$ cat src/rtl/svm_block_dot.sv
// rtl/svm_block_dot.sv - 36-tap HOG block x linear-SVM weight dot product, serial weight fetch
// Optional macro SVM_BIAS_EN adds a bias input preloaded into the accumulator at accept.
module svm_block_dot #(
   parameter int FEA_I = 4,
   parameter int FEA_F = 28,
   parameter int BID_W = 13,
   parameter int W_I   = 4,
   parameter int W_F   = 12,
   parameter int ACC_W = 64
) (
   input  logic                              clk,
   input  logic                              rst,
   input  logic [9*(FEA_I+FEA_F)-1:0]        fea_a,
   input  logic [9*(FEA_I+FEA_F)-1:0]        fea_b,
   input  logic [9*(FEA_I+FEA_F)-1:0]        fea_c,
   input  logic [9*(FEA_I+FEA_F)-1:0]        fea_d,
   input  logic [BID_W-1:0]                  bid,
   input  logic                              i_valid,
   output logic                              i_ready,
   output logic                              w_ren,
   output logic [BID_W+5:0]                  w_addr,
   input  logic signed [W_I+W_F-1:0]         w_rdata,
   output logic signed [ACC_W-1:0]           dot,
   output logic [BID_W-1:0]                  o_bid,
   output logic                              o_valid,
   input  logic                              o_ready
`ifdef SVM_BIAS_EN
   ,
   input  logic signed [ACC_W-1:0]           bias
`endif
);

   localparam int FW = FEA_I + FEA_F;
   localparam int WW = W_I + W_F;
   localparam int PW = FW + WW + 1;

   localparam logic [1:0] IDLE  = 2'd0;
   localparam logic [1:0] RUN   = 2'd1;
   localparam logic [1:0] DRAIN = 2'd2;
   localparam logic [1:0] DONE  = 2'd3;

   logic [1:0]              state;
   logic [FW-1:0]           fea_q [0:35];
   logic [BID_W-1:0]        bid_q;
   logic signed [ACC_W-1:0] acc;
   logic                    rd_vld;
   logic [5:0]              rd_k;
   logic [FW-1:0]           fea_sel;
   logic signed [PW-1:0]    prod;
   logic signed [ACC_W-1:0] acc_init;
   logic                    accept;

`ifdef SVM_BIAS_EN
   assign acc_init = bias;
`else
   assign acc_init = '0;
`endif

   always_comb begin
      i_ready = 1'b0;
      case (state)
         IDLE:    i_ready = 1'b1;
         DONE:    i_ready = o_ready;
         default: i_ready = 1'b0;
      endcase
   end

   assign accept  = i_valid && i_ready;
   assign o_valid = (state == DONE);
   assign o_bid   = bid_q;
   assign dot     = acc;

   // Read data lags the address by one cycle, so the feature index is the delayed k.
   always_comb begin
      fea_sel = fea_q[rd_k];
      prod    = PW'(signed'({1'b0, fea_sel})) * PW'(w_rdata);
   end

   always_ff @(posedge clk or posedge rst) begin
      if (rst) begin
         state  <= IDLE;
         bid_q  <= '0;
         acc    <= '0;
         rd_vld <= 1'b0;
         rd_k   <= '0;
         w_ren  <= 1'b0;
         w_addr <= '0;
         for (int j = 0; j < 36; j++) fea_q[j] <= '0;
      end else begin
         rd_vld <= w_ren;
         rd_k   <= w_addr[5:0];
         if (rd_vld) acc <= acc + ACC_W'(prod);
         case (state)
            IDLE, DONE: begin
               if (accept) begin
                  for (int j = 0; j < 9; j++) begin
                     fea_q[j]      <= fea_a[(8-j)*FW +: FW];
                     fea_q[9 + j]  <= fea_b[(8-j)*FW +: FW];
                     fea_q[18 + j] <= fea_c[(8-j)*FW +: FW];
                     fea_q[27 + j] <= fea_d[(8-j)*FW +: FW];
                  end
                  bid_q  <= bid;
                  acc    <= acc_init;
                  w_ren  <= 1'b1;
                  w_addr <= {bid, 6'd0};
                  state  <= RUN;
               end else if (state == DONE && o_ready) begin
                  state <= IDLE;
               end
            end
            RUN: begin
               if (w_addr[5:0] == 6'd35) begin
                  w_ren <= 1'b0;
                  state <= DRAIN;
               end else begin
                  w_addr[5:0] <= w_addr[5:0] + 6'd1;
               end
            end
            default: state <= DONE;
         endcase
      end
   end

endmodule

$ cat config.mk
export PLATFORM = sky130hd
export DESIGN_NAME = svm_block_dot
export DESIGN_NICKNAME = d
export VERILOG_FILES = /design/src/rtl/svm_block_dot.sv
export SDC_FILE = /design/constraint.sdc
export NUM_CORES = 2
export LEC_CHECK = 0
export BUFFER_PORTS_ARGS = -buffer_cell sky130_fd_sc_hd__buf_4
export CAP_MARGIN = 25
export CORE_AREA = 2 2 502 504
export CTS_CLUSTER_DIAMETER = 30
export DETAILED_ROUTE_END_ITERATION = 10
export DIE_AREA = 0 0 504 506
export GPL_ROUTABILITY_DRIVEN = 0
export HOLD_SLACK_MARGIN = 0.1
export RECOVER_POWER = 50
export SYNTH_ARGS = -nofsm -noshare
export SYNTH_HDL_FRONTEND = slang
export SYNTH_SLANG_ARGS = --single-unit
export TNS_END_PERCENT = 20
$ cat constraint.sdc
create_clock -name clk -period 60.3 [get_ports clk]
set_input_delay 15.075 -clock clk [delete_from_list [all_inputs] [get_ports clk]]
set_output_delay 15.075 -clock clk [all_outputs]
set_load 0.01 [all_outputs]
==> results by group <==
Global routing
  • Total track usage: 25.0%
  • Largest net degree at the start of global routing: 216
  • Vias in the first global route: 66300
  • Initial antenna violation count: 181
  • Grt total ovfl: 0
  • First-pass GRT wire length: 463 mm

Timing
  • Layout Skew: 102 ps
  • Hold violation count in the final report: 0
  • Hold_ws: 464 ps
  • Worst-Margin Slew: 9950 ps
  • RSZ-0062 raised after global routing: false
  • Final period util: 51.5%
  • Final setup fails: 0
  • Slew margin rel.: -564%
  • Fmax: 32.2 MHz
  • Tmin final: 31080 ps
  • Setup TNS Final: 0 ps
  • Final slew viol count: 1618

Synth
  • Post-synthesis sequential area ratio: 41.3%
  • Post-synth top area share: 41.3%
  • EDFF count, synth: 0
  • Async set or reset register ratio after synthesis: 100%
  • Main synth FF type: dfrtp_1
  • Synthesized netlist cell count: 8068
  • Post-synthesis cell type count: 68
  • Yosys warning count: 0
  • Top cells by area, synth: dfrtp_1, nand2_1, fa_1, mux4_2, ha_1
  • Mean Syn Cell Area: 9.34 um2
  • Synth area leader: dfrtp_1
  • Synthesized flop and latch total: 1245
  • Post-Syn Nets: 9918
  • Mapped Area: 0.0753 mm2

Drt
  • DRT Wirelength: 325 mm
  • Routed vias: 64100
  • Remaining antenna violation count after routing: 0
  • DRC: 0
  • Drt first pass iters: 8
  • First DRT Iteration DRCs: 6272
  • Via-to-Cell Ratio: 4.94
  • WL/cell: 25.0 um

Floorplanning
  • Die height: 506 um
  • Core area: 0.250 mm2
  • Die ar.: 0.255 mm2
  • Starting density of the core: 30.1%
  • Row count: 184
  • Top Ports: 1284
  • Die width: 504 um

Cells and area
  • Share of cells above drive strength 1: 22.9%
  • Most frequent cells in the layout: nand2_1, buf_4, dfrtp_1, inv_1, fa_1
  • Sequential cell area: 0.0312 mm2
  • Final cell count without fillers: 13000
  • Area of the multi-input gates: 0.0399 mm2
  • Fill count: 24800
  • Nets: 11100
  • Commonest non-fill, non-tap cell in the layout: nand2_1
  • Area growth syn-to-layout: 31.4%

Placed design
  • DP HPWL: 253 mm
  • Dpl cells: 12300
  • PortBufs: 1283

Flow run
  • Max_cap viols: 19

Min path
  • Hold Path Cell Cnt: 2
  • Hold Path Class: reg -> reg

Clocking
  • CTS Buffer Depth: 4
  • H-tree levels: 5
  • Post-CTS setup buffer count: 0
  • Hold Buf Count CTS: 0
  • Post-CTS Resized: 0
  • CTS Buf Count: 318
  • Clock latency on the worst-skew pair: 870 ps
  • Clock tree sinks: 1245
  • Root Driver: clkbuf_16
  • CTS tree: done
  • Reg clk slew, reported paths: 40 ps

Worst setup path
  • WS Path Type: in -> async
  • CP cell instances: clkbuf_4 -> clkinvlp_2 -> clkbuf_1 -> clkbuf_1 -> clkbuf_1 -> clkbuf_1
  • Worst-path fanout max: 181
  • Crit. End Element: asynchronous set/reset pin
  • Crit path required time: 60290 ps
  • Crit path max-delay family: buffers and inverters
  • Buf+Inv Stages, Crit Path: 6
  • CP Launch Type: input port
  • CP arrival: 31070 ps
  • Reg2reg path depth: 8
  • Cell mode on critical path: clkbuf_1
  • CP max stage cell: clkbuf_1
  • Critical Path Stages: 6
  • Worst path max stage delay: 6950 ps

Run status
  • Failing checks: max-capacitance violations, max-slew violations
  • Status: finished, violations left
==> synth_stat cells (all sizes together) (8+ instances only) <==
cell type	n
and3	15
o22ai	33
nor3	12
xnor2	31
a31oi	13
a21oi	90
clkbuf	354
and2	272
nor2	108
fa	467
mux4	352
or2	8
mux2i	63
a21o	28
xor2	15
nand2	3784
dfrtp	1245
ha	198
buf	133
o21a	9
nand4	19
inv	625
a211oi	10
or3	8
o21bai	14
o21ai	66
nand3	30
==> state kept, by name, summed over array words and instances (netlist names) <==
register / cells
state: 2
rd_k: 6
o_bid: 13
w_addr: 6
rd_vld: 1
w_ren: 1
dot: 64
fea_q: 1152
==> worst register-to-register path: cells and delay by family, from the launching register on <==
family / cells / cell delay [ps]
adders and majority gates: 1 / 390
buffers and inverters: 3 / 8720
and+or+nand+nor: 4 / 4050
DFF: 1 / 390
==> worst paths after layout <==
kind                          endpoint  startpoint  slack, ps
max                        fea_q[1018]         rst      29220
min                         fea_q[578]  fea_q[578]        460
max reg2reg                fea_q[1094]    state[1]      46600
min reg2reg                 fea_q[578]  fea_q[578]        460
max in group clk               i_ready     o_ready      29620
min in group asynchronous  fea_q[1040]         rst      15820
==> per-stage QoR <==
step | worst slack, ps | area (um2) | utilization (%)
2_1_floorplan | 10140 | 75300 | -
3_3_place_gp | 29490 | 88000 | 35.2
3_5_place_dp | 29560 | 88100 | 35.2
4_1_cts | 29560 | 99100 | 39.6
5_1_grt | 26300 | 98900 | 39.6
6_report | 29220 | 99000 | 39.6
==> routing by layer <==
layer	vias to the layer above	part of all wire (%)	global-route usage (%)
met5	-	0.077	0.167
met1	32300	39	31.4
li1	28000	-	-
met4	32	6.0	14.4
met3	692	9.5	7.29
met2	3166	45	38.3
==> logic make-up (layout without fill, tap and decap cells) <==
logic type      count (synthesis)  count (layout)  share of synthesized area (%)
xor+xnor                       46              46                          0.535
other cells                     0             107                              0
mux                           417             417                           11.4
flops                        1245            1245                           41.3
buf+inv                      1112            2585                           5.89
simple gates                 4277            4277                           22.6
fa+ha+maj                     665             665                           15.7
compound gates                306             306                           2.59
==> layout make-up <==
| type | instances | area share [%] |
|---|---|---|
| multi-input cells | 5711 | 40.3 |
| flip-flops and latches | 1245 | 31.5 |
| repair buffers | 1390 | 10.2 |
| clock buffers | 414 | 8.93 |
| well taps | 3348 | 4.23 |
| inverters | 625 | 2.37 |
| clock inverters | 156 | 2.22 |
| diodes | 107 | 0.271 |
Power is not shown: default switching activity piles up to over one toggle a cycle in this logic, so the estimate is an artifact.
